**config.mk**
```make
export PLATFORM = sky130hd
export DESIGN_NAME = hazard_ctrl
export DESIGN_NICKNAME = d
export VERILOG_FILES = /design/src/rtl/pipe_pkg.sv /design/src/rtl/md_seq.sv /design/src/rtl/hazard_ctrl.sv
export SDC_FILE = /design/constraint.sdc
export NUM_CORES = 1
export LEC_CHECK = 0
export ABC_AREA = 1
export CELL_PAD_IN_SITES_DETAIL_PLACEMENT = 1
export CELL_PAD_IN_SITES_GLOBAL_PLACEMENT = 1
export CORE_MARGIN = 4
export CORE_UTILIZATION = 38
export DETAILED_ROUTE_END_ITERATION = 10
export PLACE_DENSITY = 0.9
export SYNTH_ARGS = -nofsm -noshare
export SYNTH_HDL_FRONTEND = slang
export SYNTH_SLANG_ARGS = --single-unit
```
**constraint.sdc**
```tcl
create_clock -name clk -period 3.2 [get_ports clk]
set_input_delay 0.48 -clock clk [delete_from_list [all_inputs] [get_ports clk]]
set_output_delay 0.48 -clock clk [all_outputs]
set_load 0.01 [all_outputs]
```
**src/rtl/pipe_pkg.sv**
```systemverilog
// Shared pipeline types and constants for the five-stage core.
// Mult/div sequencer state encoding and default latencies.
package pipe_pkg;

    typedef enum logic [1:0] {
        MD_IDLE = 2'd0,
        MD_BUSY = 2'd1,
        MD_DONE = 2'd2
    } md_state_t;

    localparam int MD_MULT_CYCLES = 4;
    localparam int MD_DIV_CYCLES  = 32;
    localparam int MD_CNT_W       = $clog2(MD_DIV_CYCLES);

endpackage

```
**src/rtl/md_seq.sv**
```systemverilog
// Mult/div sequencer: start pulse, latency down-counter, HI/LO write strobe.
// md_start to md_done spans exactly (latency - 1) cycles.
module md_seq
    import pipe_pkg::*;
#(
    parameter int MULT_CYCLES = MD_MULT_CYCLES,
    parameter int DIV_CYCLES  = MD_DIV_CYCLES
) (
    input  logic clk,
    input  logic rst,
    input  logic start_req,
    input  logic is_mult,
    output logic md_start,
    output logic md_done,
    output logic md_busy
);

    localparam int CNT_W = (DIV_CYCLES > 2) ? $clog2(DIV_CYCLES) : 1;

    md_state_t        state;
    logic [CNT_W-1:0] cnt;
    logic [CNT_W-1:0] ld;

    assign ld = is_mult ? CNT_W'(MULT_CYCLES - 2)
                        : CNT_W'(DIV_CYCLES - 2);

    assign md_start = (state == MD_IDLE) && start_req;
    assign md_done  = (state == MD_DONE);
    assign md_busy  = (state != MD_IDLE);

    // A zero load value means the op needs no BUSY cycles at all.
    always_ff @(posedge clk or negedge rst) begin
        if (!rst) begin
            state <= MD_IDLE;
            cnt   <= '0;
        end else begin
            unique case (state)
                MD_IDLE: begin
                    if (start_req) begin
                        cnt   <= ld;
                        state <= (ld == '0) ? MD_DONE : MD_BUSY;
                    end
                end
                MD_BUSY: begin
                    cnt <= cnt - CNT_W'(1);
                    if (cnt == CNT_W'(1))
                        state <= MD_DONE;
                end
                MD_DONE: state <= MD_IDLE;
                default: state <= MD_IDLE;
            endcase
        end
    end

endmodule

```
**src/rtl/hazard_ctrl.sv**
```systemverilog
// Pipeline hazard/sequencing controller: load-use, HI/LO structural
// stalls, MEM redirect flush, syscall halt and stall-cycle counter.
module hazard_ctrl
    import pipe_pkg::*;
#(
    parameter int MULT_CYCLES = MD_MULT_CYCLES,
    parameter int DIV_CYCLES  = MD_DIV_CYCLES
) (
    input  logic        clk,
    input  logic        rst,
    input  logic [4:0]  id_rs,
    input  logic [4:0]  id_rt,
    input  logic        id_uses_rs,
    input  logic        id_uses_rt,
    input  logic        id_md_op,
    input  logic        id_lhr_ren,
    input  logic        ex_rf_wen,
    input  logic [4:0]  ex_rf_waddr,
    input  logic        ex_is_load,
    input  logic        ex_md_op,
    input  logic        ex_md_is_mult,
    input  logic        mem_redirect,
    input  logic        wb_syscall,
    output logic        pc_stall,
    output logic        if_id_stall,
    output logic        if_id_clr,
    output logic        id_ex_clr,
    output logic        ex_mem_clr,
    output logic        md_start,
    output logic        md_done,
    output logic        md_busy,
    output logic        halted,
    output logic [31:0] stall_cycles
);

    logic load_use;
    logic md_hazard;
    logic start_req;

    // A mult/div op in EX alongside a redirect is younger and is squashed.
    assign start_req = ex_md_op && !mem_redirect && !halted;

    md_seq #(
        .MULT_CYCLES (MULT_CYCLES),
        .DIV_CYCLES  (DIV_CYCLES)
    ) u_md_seq (
        .clk       (clk),
        .rst       (rst),
        .start_req (start_req),
        .is_mult   (ex_md_is_mult),
        .md_start  (md_start),
        .md_done   (md_done),
        .md_busy   (md_busy)
    );

    assign load_use = ex_is_load && ex_rf_wen && (ex_rf_waddr != 5'd0) &&
                      ((id_uses_rs && (id_rs == ex_rf_waddr)) ||
                       (id_uses_rt && (id_rt == ex_rf_waddr)));

    assign md_hazard = (md_busy || md_start) && (id_md_op || id_lhr_ren);

    always_comb begin
        pc_stall    = 1'b0;
        if_id_stall = 1'b0;
        if_id_clr   = 1'b0;
        id_ex_clr   = 1'b0;
        ex_mem_clr  = 1'b0;
        if (halted) begin
            pc_stall    = 1'b1;
            if_id_stall = 1'b1;
            id_ex_clr   = 1'b1;
            ex_mem_clr  = 1'b1;
        end else if (mem_redirect) begin
            if_id_clr   = 1'b1;
            id_ex_clr   = 1'b1;
            ex_mem_clr  = 1'b1;
        end else if (load_use || md_hazard) begin
            pc_stall    = 1'b1;
            if_id_stall = 1'b1;
            id_ex_clr   = 1'b1;
        end
    end

    always_ff @(posedge clk or negedge rst) begin
        if (!rst) begin
            halted       <= 1'b0;
            stall_cycles <= '0;
        end else begin
            if (wb_syscall)
                halted <= 1'b1;
            if (pc_stall && (stall_cycles != '1))
                stall_cycles <= stall_cycles + 32'd1;
        end
    end

endmodule

```
After elaboration in Yosys (flattened, before gate mapping)
Index checks and enable logic that the tools add are counted.

word-level totals
  register bits after elaboration = 40
  input port bits = 27
  output and inout bits = 41
  word-level logic and storage cells = 52

cells by class
  $add $sub $neg = 2
  eq/ne operators = 8
  mux-type cells = 15
  reductions and logical operators = 23

operators by type and width
  cell                                                   count
  adder 32 x 1 -> 32 bit, second input constant          1
  inequality test 32 bit, second input constant          1
  equality test 5 bit                                    2
  logical AND 1 bit                                      10
  two-way mux 5 bit                                      2
  one-hot mux 5 bit (2 select lines)                     1
  two-way mux 1 bit                                      8
  two-way mux 2 bit                                      3
  equality test 5 x 1 -> 1 bit, second input constant    1
  zero test 5 bit                                        1
  nonzero test 5 bit                                     1
  subtractor 5 x 1 -> 5 bit, second input constant       1
  logical OR 1 bit                                       4
  inequality test 2 x 1 -> 1 bit, second input constant  2
  one-hot mux 2 bit (2 select lines)                     1
  AND reduction 2 bit                                    2
  nonzero test 2 bit                                     2
  equality test 2 x 1 -> 1 bit, second input constant    1
  equality test 2 bit, second input constant             1
  zero test 1 bit                                        2
  zero test 2 bit                                        1

Depth between registers and ports, before layout
  depth after elaboration = 11
  depth in mapped cells = 12
  depth with buffers taken out = 11

Modules after synthesis
From an unflattened synthesis, not the netlist that was laid out.

second synthesis, totals
  cell total of the unflattened synthesis = 483
  area, all modules = 3072.9 um2

by module, submodules not included
  module       times used  cells an instance  area each (um2)  sequential area each (um2)
  hazard_ctrl  1           429                2648.8           825.8
  md_seq       1           54                 424.2            175.2

Worst setup path after synthesis
No wires, ideal clock.

  path kind = input to output
  start point = input ex_rf_waddr[3]
  end point = output pc_stall
  data arrival time = 1.321 ns
  slack = 1.399 ns
  cell stages on the path = 9
  buffers on the path = 1
  cells stage by stage = inv_1 > nand2_1 > nand2_1 > nor2_1 > nand3_1 > nand2_1 > nand2_1 > a21oi_1 > buf_4

on the way
  longest elaborated chain between the ends = 8
  elaborated cells on any way between the ends = 12

ends and longest elaborated chain
  item                                    line                                  RTL
  start: declaration                      hazard_ctrl.sv:18                     input logic [4:0] ex_rf_waddr,
  equality test 5 bit (on tied branches)  hazard_ctrl.sv:57, hazard_ctrl.sv:58
  logical AND 1 bit (on tied branches)    hazard_ctrl.sv:57, hazard_ctrl.sv:58
  logical OR 1 bit                        hazard_ctrl.sv:57                     ((id_uses_rs && (id_rs == ex_rf_waddr)) ||
  logical AND 1 bit *                     hazard_ctrl.sv:56                     assign load_use = ex_is_load && ex_rf_wen && (ex_rf_waddr != 5'd0) &&
  logical OR 1 bit *                      hazard_ctrl.sv:77                     end else if (load_use || md_hazard) begin
  two-way mux 1 bit * (3 in a row)        --
  end: declaration                        hazard_ctrl.sv:24                     output logic pc_stall,

Mark *: on every way between the ends. The rest lies on a longest branch, timed or not.

Final worst setup path
  start point = input ex_rf_waddr[1]
  end point = output pc_stall

on the way
  longest elaborated chain between the ends = 8
  elaborated cells on any way between the ends = 12

ends and longest elaborated chain
  item                                    line                                  RTL
  equality test 5 bit (on tied branches)  hazard_ctrl.sv:57, hazard_ctrl.sv:58
  logical AND 1 bit (on tied branches)    hazard_ctrl.sv:57, hazard_ctrl.sv:58
  logical OR 1 bit                        hazard_ctrl.sv:57
  logical AND 1 bit *                     hazard_ctrl.sv:56
  logical OR 1 bit *                      hazard_ctrl.sv:77
  two-way mux 1 bit *                     hazard_ctrl.sv:77
  two-way mux 1 bit *                     hazard_ctrl.sv:73                     end else if (mem_redirect) begin
  two-way mux 1 bit *                     hazard_ctrl.sv:68                     if (halted) begin

Marks and branches as above.

==> results.md <==
- Fin util: 0.511
- Worst slack, placed: 0.416 ns
- Largest cells by area after synthesis: dfrtp_1 (34%), nand2_1 (25%), nor2_1 (9.3%), nand4_1 (7.3%), inv_1 (4.8%)
- Crit path kind: input pin to primary output
- Multi-input logic area: 1700 um^2
- Grt ovf: 0
- Final min period: 2.76 ns
- Drt total wl: 9.50 mm
- Primary FF master, synth: dfrtp_1
- Clock Path Buffers: 2
- DRT antenna net count: 0
- Clk Tree Root Cell: clkbuf_8
- Post-CTS sizing: 0
- Pwr Total: 1.60 mW
- Vias in the first global route: 3,415
- Dominant cell type by area after synthesis: dfrtp_1
- CTS Hold Bufs: 0
- Final hold slack: 0.313 ns
- CTS buffer count: 5
- Die width: 95.7 um
- Synth Cell Area: 2920 um^2
- H-tree level count: 2
- Num rows: 31
- Yosys top cell area share: 0.343
- Initial Utilization: 0.396
- Initial DRT Pass Iterations: 4
- Setup TNS: 0 ns
- Register area: 1000 um^2
- Worst Slack Setup Final: 0.441 ns
- Avg Cell Area, Syn: 6.41 um^2
- P&R area growth vs syn: 28.8%
- CTS tree: done
- Peak supply drop: 0.000346 V
- Final Hold Fails: 0
- Final period util: 0.862
- EDFF count, synth: 0
- Gr busiest metal: met2
- Port buffer count: 67
- Total number of vias: 3,256
- Slew @ Worst Pin: 0.914 ns
- PwrDens: 424 nW/um^2
- Number of DRC markers in iteration 0: 138
- Dpl cells: 612
- Clock Skews: 0.00717 ns
- Share of the yosys chip area belonging to registers: 0.343
- Final instance area: 3760 um^2
- Vias/cell: 5.25
- Worst Path Required: 2.72 ns
- Crit path max fanout: 4
- Global-route wire length before repair: 15.9 mm
- # DRC: 0
- GPL Wtd Cong: 0.865
- Largest net degree at the start of global routing: 41
- Sink Count: 40
- Die ar.: 9150 um^2
- Data arrival, critical path: 2.28 ns
- Area after DPL: 3650 um^2
- Core area: 7370 um^2
- Vert. Die Dim: 95.7 um
- Max Slew Vio Count: 0
- Leakage: 1.79 nW
- Worst-skew pair later-pin latency: 0.30 ns
- Critical path endpoint category: primary output
- Synth top cells by count: nand2_1 (195), nor2_1 (72), dfrtp_1 (40)
- Synthesized flop and latch total: 40
- I/O Pins: 68
- Met2 Use GR: 0.390
- GRT Util Overall: 0.222
- Nets: 550
- Antenna violations before repair: 0
- DPL Wire Length: 7.29 mm
- Ant. Diodes: 0
- GR Util met3: 0.0324
- Relative slew slack: 0.390
- Filler cell count: 983
- Count of warnings emitted by yosys: 0
- Worst Setup Start Kind: input pin
- Post-CTS Setup Inserts: 0
- Clk pin slew, worst setup/hold paths: 0.08 ns
- Non-Filler Instances: 620
- Post-synthesis cell type count: 26
- Post-Syn Nets: 486
- RSZ-0062 raised after global routing: no
- Final setup viols: 0
- Status: completed
- Async SR Flop Fraction: 1.00
- Worst Hold Class: input pin to async pin
- Ratio of cells with drive above 1 in the final layout: 0.0384
- Mapped Cells: 456
- Grt met1 use: 0.280
- Count leader, synth: nand2_1
- Peak Freq: 0.362 GHz
- Max_cap viols: 0
- DR WL/cell: 15.3 um
[area by class of cell]
| type | instances | area share |
|---|---|---|
| multi-input combinational | 365 | 0.451 |
| sequential | 40 | 0.266 |
| timing repair buffer | 70 | 0.183 |
| inverter | 38 | 0.0379 |
| tap | 99 | 0.0329 |
| clock buffer | 5 | 0.0183 |
| clock inverter | 3 | 0.0113 |
[power by group]
part           switching (mW)  total (mW)  internal (mW)
clock                   0.191       0.422          0.231
combinational           0.259       0.499          0.239
sequential             0.0943       0.676          0.582
[sequential cells by signal, summed over array words and instances (netlist names)]
register        flops
stall_cycles       32
halted              1
u_md_seq.state      2
u_md_seq.cnt        5
[layer usage]
layer / up-vias / wire, um
li1: 1576 / -
met1: 1605 / 4240
met2: 56 / 4830
met3: 19 / 231
met4: 0 / 200
met5: - / 0
[worst max-delay path, stage by stage]
cell and delay [ns]:
clkdlybuf4s50_1 0.53, inv_1 0.09, nand2_1 0.06, nand2_1 0.05, nor2_1 0.10, nand3_1 0.08
nand2_1 0.08, nand2_1 0.08, a21oi_1 0.17, clkdlybuf4s50_1 0.57
[final timing paths]
path	endpoint	slack, ns	start	cells past startpoint
setup reg to reg	stall_cycles[13]	0.79	stall_cycles[0]	9
min in group clk	u_md_seq.cnt[1]	0.52	u_md_seq.cnt[1]	1
hold reg to reg	u_md_seq.cnt[1]	0.52	u_md_seq.cnt[1]	1
setup / recovery	pc_stall	0.44	ex_rf_waddr[1]	10
hold / removal	stall_cycles[16]	0.31	rst	1
max in group asynchronous	stall_cycles[31]	2.32	rst	1
[layout by cell type, fill, tap and decap left out, drive strengths merged, types with 2 or more instances in the layout]
| cell | synthesis | layout |
|---|---|---|
| buf | 10 | 4 |
| nand3b | 13 | 13 |
| o21ai | 4 | 4 |
| xnor2 | 5 | 5 |
| nand3 | 14 | 14 |
| nand2 | 195 | 195 |
| xor2 | 11 | 11 |
| clkdlybuf4s50 | 0 | 66 |
| ha | 3 | 3 |
| clkinv | 1 | 2 |
| inv | 37 | 37 |
| clkbuf | 3 | 5 |
| nor2 | 75 | 75 |
| dfrtp | 40 | 40 |
| a22oi | 3 | 3 |
| nand4 | 34 | 34 |
| a21oi | 3 | 3 |
[logic make-up after synthesis]
kind of cell | Yosys count | share of synthesized area
buf+inv | 51 | 0.0771
fa+ha+maj | 3 | 0.0128
simple gates | 334 | 0.495
flops | 40 | 0.343
compound gates | 12 | 0.0248
xor+xnor | 16 | 0.0480
No activity file was read; power rests on OpenSTA's default activity.
